`src/rtl/lcd_bus_rx.sv`:
```
// HD44780-style 4-bit bus receiver: assembles nibble pairs into bytes, decodes
// a subset of commands and mirrors character writes into a 32-entry buffer.
module lcd_bus_rx #(
    parameter int TIMEOUT = 4095
) (
    input  logic       CLK,
    input  logic       RESET,
    input  logic [3:0] LCD_FPGA_DB,
    input  logic       LCD_FPGA_E,
    input  logic       LCD_FPGA_RS,
    input  logic       LCD_FPGA_RW,
    output logic       byte_valid,
    output logic [7:0] byte_data,
    output logic       byte_rs,
    input  logic [4:0] rd_addr,
    output logic [7:0] rd_char,
    output logic [4:0] cursor,
    output logic       disp_on,
    output logic       two_line,
    output logic       busy,
    output logic       err
);

    localparam int TW = (TIMEOUT > 1) ? $clog2(TIMEOUT) : 1;
    localparam logic [TW-1:0] T_LAST = TW'(TIMEOUT - 1);

    typedef enum logic [1:0] {ST_INIT, ST_IDLE, ST_CLEAR} state_t;

    state_t        state;
    logic          e_q;
    logic [3:0]    db_cap;
    logic          rs_cap;
    logic [3:0]    hi_nib;
    logic          hi_rs;
    logic          phase_lo;
    logic [TW-1:0] tcount;
    logic [4:0]    clr_idx;
    logic          inc;
    logic [7:0]    mem [32];

    logic       fall;
    logic [7:0] asm_byte;
    logic       char_wr;
    logic       wr_en;
    logic [4:0] wr_addr;
    logic [7:0] wr_data;

    assign fall     = e_q & ~LCD_FPGA_E;
    assign asm_byte = {hi_nib, db_cap};
    assign char_wr  = fall & ~LCD_FPGA_RW & phase_lo & (rs_cap == hi_rs)
                    & rs_cap & (state == ST_IDLE);
    assign busy     = (state == ST_CLEAR);

    // The clear sweep owns the single write port; character writes only happen in IDLE.
    always_comb begin
        // NOTE: every output of a combinational block gets a default first, so no path can infer a latch.
        wr_en   = 1'b0;
        wr_addr = cursor;
        wr_data = asm_byte;
        if (state == ST_CLEAR) begin
            wr_en   = 1'b1;
            wr_addr = clr_idx;
            wr_data = 8'h20;
        end else if (char_wr) begin
            wr_en = 1'b1;
        end
    end

    always_ff @(posedge CLK) begin
        // NOTE: sequential state uses non-blocking assignments so every flop samples pre-edge values.
        if (RESET) begin
            state      <= ST_INIT;
            e_q        <= 1'b0;
            db_cap     <= 4'h0;
            rs_cap     <= 1'b0;
            hi_nib     <= 4'h0;
            hi_rs      <= 1'b0;
            phase_lo   <= 1'b0;
            tcount     <= '0;
            clr_idx    <= 5'd0;
            byte_valid <= 1'b0;
            byte_data  <= 8'h00;
            byte_rs    <= 1'b0;
            err        <= 1'b0;
            cursor     <= 5'd0;
            inc        <= 1'b1;
            disp_on    <= 1'b0;
            two_line   <= 1'b0;
        end else begin
            e_q        <= LCD_FPGA_E;
            byte_valid <= 1'b0;
            err        <= 1'b0;

            if (LCD_FPGA_E) begin
                db_cap <= LCD_FPGA_DB;
                rs_cap <= LCD_FPGA_RS;
            end

            case (state)
                ST_INIT: begin
                    state   <= ST_CLEAR;
                    clr_idx <= 5'd0;
                end
                ST_CLEAR: begin
                    clr_idx <= clr_idx + 5'd1;
                    if (clr_idx == 5'd31) begin
                        state  <= ST_IDLE;
                        cursor <= 5'd0;
                        inc    <= 1'b1;
                    end
                end
                default: ;
            endcase

            if (fall && LCD_FPGA_RW) begin
                err <= 1'b1;
            end else if (fall && !phase_lo) begin
                hi_nib   <= db_cap;
                hi_rs    <= rs_cap;
                phase_lo <= 1'b1;
                tcount   <= '0;
            end else if (fall) begin
                phase_lo <= 1'b0;
                tcount   <= '0;
                if (rs_cap != hi_rs || state != ST_IDLE) begin
                    err <= 1'b1;
                end else begin
                    byte_valid <= 1'b1;
                    byte_data  <= asm_byte;
                    byte_rs    <= rs_cap;
                    if (rs_cap) begin
                        cursor <= inc ? cursor + 5'd1 : cursor - 5'd1;
                    end else if (asm_byte[7]) begin
                        cursor <= {asm_byte[6], asm_byte[3:0]};
                    end else if (asm_byte[5]) begin
                        two_line <= asm_byte[3];
                    end else if (asm_byte[4]) begin
                        // cursor/display shift: not modelled
                    end else if (asm_byte[3]) begin
                        disp_on <= asm_byte[2];
                    end else if (asm_byte[2]) begin
                        inc <= asm_byte[1];
                    end else if (asm_byte[1]) begin
                        cursor <= 5'd0;
                    end else if (asm_byte[0]) begin
                        state   <= ST_CLEAR;
                        clr_idx <= 5'd0;
                    end
                end
            end else if (phase_lo) begin
                // A stalled low nibble realigns the phase so the next nibble is taken as high.
                if (tcount == T_LAST) begin
                    phase_lo <= 1'b0;
                    tcount   <= '0;
                end else begin
                    tcount <= tcount + TW'(1);
                end
            end
        end
    end

    // NOTE: the character buffer has no reset; the clear sweep initialises it after every reset.
    always_ff @(posedge CLK) begin
        if (wr_en) begin
            mem[wr_addr] <= wr_data;
        end
        rd_char <= mem[rd_addr];
    end

endmodule
```
`config.mk`:
```
export PLATFORM = sky130hd
export DESIGN_NAME = lcd_bus_rx
export DESIGN_NICKNAME = d
export VERILOG_FILES = /design/src/rtl/lcd_bus_rx.sv
export SDC_FILE = /design/constraint.sdc
export NUM_CORES = 1
export LEC_CHECK = 0
export ABC_AREA = 0
export BUFFER_PORTS_ARGS = -buffer_cell sky130_fd_sc_hd__buf_4
export CAP_MARGIN = 40
export CORE_MARGIN = 2
export CORE_UTILIZATION = 57
export CTS_BUF_LIST = sky130_fd_sc_hd__clkbuf_4 sky130_fd_sc_hd__clkbuf_8
export CTS_CLUSTER_SIZE = 10
export DETAILED_ROUTE_END_ITERATION = 10
export GPL_TIMING_DRIVEN = 0
export PLACE_DENSITY = 0.77
export SETUP_SLACK_MARGIN = 0.05
export SYNTH_ARGS = -nofsm -noshare
export SYNTH_HDL_FRONTEND = slang
export SYNTH_SLANG_ARGS = --single-unit
```
`constraint.sdc`:
```
create_clock -name CLK -period 2.5 [get_ports CLK]
set_clock_uncertainty 0.1 [all_clocks]
set_input_delay 0.5 -clock CLK [delete_from_list [all_inputs] [get_ports CLK]]
set_output_delay 0.5 -clock CLK [all_outputs]
set_load 0.02 [all_outputs]
```
==> results.cfg <==
[status]
status = completed

[routing]
wirelength_um = 27200
drt-pass1-iter-count = 5
drc = 0
drt_iter0_markers = 745
ant_nets = 0
vias = 7464
avgRoutedWirePerCell_um = 22.0
vias_per_cell = 6.02

[yosys]
async_reset_ff_frac = 0
ys.flop_type = edfxtp_1
yosys_warnings = 0
synth-seq-cells = 314
syn_inst = 824
ys_types = 59
syn_nets = 846
postSynthAreaPerCell_um2 = 15.4
synth_edf_count = 256
syn_area_um2 = 12700
yosysSeqAreaShare = 0.698

[layout]
post_route_cells_drive_above_1_share = 0.253
fill_cells = 1483
fin_nets = 945
syn2layout_area_growth_pct = 16.3
diodes = 0
multi_input_area_um2 = 3780
final_util = 0.675
fin_cells = 1239
fin_area_um2 = 14700
regArea_um2 = 8850

[grt]
grt_pass1_vias = 7465
grt_max_degree = 25
grt_pass1_wl_um = 41600
grt_usage = 0.232
antenna_found_initial = 0
grt.overflow.total = 0

[critical_path]
worstPathRequired_ns = 2.61
crit_type = register to register
start_kind = register
r2r_end = mem[10][6]
path_max_fanout = 9
r2r.worst_path.cells = 7
crit_arrival_ns = 2.60
endpoint_kind = register
reg2reg_from = state[0]
r2r_slack_ns = 0.01

[placement]
placed_cells = 1148
gp_congestion = 0.844
dp_slack_ns = -0.282
place_area_um2 = 13500
port_buffers = 35
post-dp-hpwl_um = 18100

[clock_network]
insertion_delay_ns = 0.56
cts_buffers = 49
clockRootBuffer = clkbuf_8
cts.sinks = 314
cts-htree-levels = 2
clkTransAtPathRegs_ns = 0.06
cts_tree = yes
cts_buffer_depth = 3

[floorplan]
fp.dieW_um = 153
rows = 54
initial_core_util = 0.581
dieArea_um2 = 23400
core-area_um2 = 21800
die_h_um = 153
io_pins = 41

[sta]
setup_ws_ns = 0.0136
slew_headroom = 0.359
finalHoldViolations = 0
finalMaxSlewViolations = 0
rsz0062_at_grt = yes
period_needed_ns = 2.49
timing.fmax_mhz = 402
setup_viol = 0
fin_crit_sh = 0.995
worst_pin_slew_ns = 0.937
fin_setup_tns_ns = 0

[power]
ir_drop_uv = 539
cellPowerDensity_nw_per_um2 = 702
p_leak_nw = 5.13

[min_path]
whs_endpoint = db_cap[0]
hp-class = input port to register
hold_depth = 3
min_from = LCD_FPGA_DB[0]

[job]
cap_violations = 0
==> sequential cells by signal, indices dropped and copies added (netlist names), 2 cells and up <==
name	cells
state	2
cursor	5
rd_char	8
clr_idx	5
byte_data	8
db_cap	4
hi_nib	4
mem	256
tcount	12
==> layout make-up <==
cell class	instances	area share
flip-flops and latches	314	0.601
well taps	280	0.0238
multi-input cells	459	0.257
plain buffers	45	0.0177
clock buffers	70	0.0573
clock inverters	17	0.00705
repair buffers	48	0.0352
inverters	6	0.00170
==> where the power goes <==
| group | switching [mW] | total [mW] | leakage (nW) | internal, mW |
|---|---|---|---|---|
| clock network | 1.86 | 4.13 | 0.502 | 2.27 |
| registers | 0.0232 | 5.68 | 2.86 | 5.66 |
| logic | 0.322 | 0.527 | 1.76 | 0.206 |
| total | 2.21 | 10.3 | 5.13 | 8.14 |
==> cells by family (layout without fill, tap and decap cells) <==
family | after synthesis | in the layout | synth area share
flops | 314 | 314 | 0.698
simple gates | 208 | 208 | 0.0795
compound gates | 123 | 123 | 0.0661
mux | 107 | 107 | 0.116
buf+inv | 51 | 186 | 0.0225
xor+xnor | 13 | 13 | 0.00899
fa+ha+maj | 8 | 8 | 0.00849
==> what timing repair did <==
item,4_1_cts,5_1_grt
gates cloned,0,0
endpoints found under the setup margin,256,253
buffers inserted,0,4
resized for setup,23,44
pin swaps,0,5
hold buffers,0,0
==> per-stage QoR <==
stage                     total power, mW  hold slack (ns)
after floorplan                      6.12            0.353
after global placement               6.28            0.345
after global routing                 10.7           0.0878
after detailed placement             6.30            0.351
after CTS                            10.4           0.0567
final                                10.3           0.0803
==> cell usage in the layout, fill, tap and decap left out, drive strengths merged, types with 5 or more instances in the layout <==
cell,instances
inv,6
o21ai,7
clkinv,14
nand4,5
nand2b,7
edfxtp,256
mux2i,74
a2111oi,8
nor2,74
mux4,32
a211oi,9
nand2,48
a31oi,10
a22oi,28
ha,7
a21o,5
xor2,9
a22o,8
buf,85
nand3,22
dfxtp,58
nor2b,16
a21oi,36
clkbuf,78
and2,13
==> cells in the mapped netlist (2+ instances only) <==
cell type | count | share of area
edfxtp_1 | 256 | 0.61
mux2i_1 | 74 | 0.058
nor2_1 | 74 | 0.022
dfxtp_1 | 58 | 0.092
nand2_1 | 48 | 0.014
a21oi_1 | 36 | 0.014
mux4_2 | 32 | 0.057
a22oi_1 | 28 | 0.017
buf_2 | 22 | 0.0087
nand3_1 | 22 | 0.0087
nor2b_1 | 16 | 0.0079
and2_1 | 12 | 0.0059
a31oi_1 | 10 | 0.0049
a211oi_1 | 9 | 0.0053
xor2_1 | 9 | 0.0062
a2111oi_0 | 8 | 0.0055
a22o_1 | 8 | 0.0055
clkbuf_1 | 8 | 0.0024
ha_1 | 7 | 0.0069
nand2b_1 | 7 | 0.0035
o21ai_0 | 7 | 0.0028
buf_6 | 6 | 0.0053
buf_4 | 5 | 0.0030
inv_1 | 5 | 0.0015
nand4_1 | 5 | 0.0025
a21o_1 | 4 | 0.0024
buf_1 | 4 | 0.0012
xnor2_1 | 4 | 0.0028
and3_1 | 3 | 0.0015
nor3_1 | 3 | 0.0012
nor4_1 | 3 | 0.0015
a32oi_1 | 2 | 0.0014
nand3b_1 | 2 | 0.0012
o21ba_2 | 2 | 0.0016
==> metal layers <==
layer  wire length [µm]  track usage  vias to the layer above
li1                   -            -                     3383
met1              11000        0.319                     3682
met2              13200        0.371                      348
met3               2320       0.0519                       51
met4                665       0.0763                        0
met5                  0            0                        -
==> worst max-delay path by stage <==
stage          cells after the start  slack [ns]         from          to
2_1_floorplan                      7        0.09  LCD_FPGA_RW  mem[11][0]
3_5_place_dp                       7       -0.28  LCD_FPGA_RW   mem[3][2]
6_report                           7        0.01     state[0]  mem[10][6]
3_3_place_gp                       7       -0.26  LCD_FPGA_RW  mem[31][3]
5_1_grt                            7       -0.15     state[0]  mem[10][1]
4_1_cts                            7       -0.14     state[0]   mem[0][0]
==> worst max-delay path: stages (launching register included) <==
cell	delay, ns
dfxtp_1	0.30
buf_2	0.18
nand2b_1	0.14
buf_6	0.15
mux2i_2	0.37
and2b_1	0.22
nand2_1	0.25
nor2_2	0.44
Note: power is estimated with default switching activity, not from simulation.
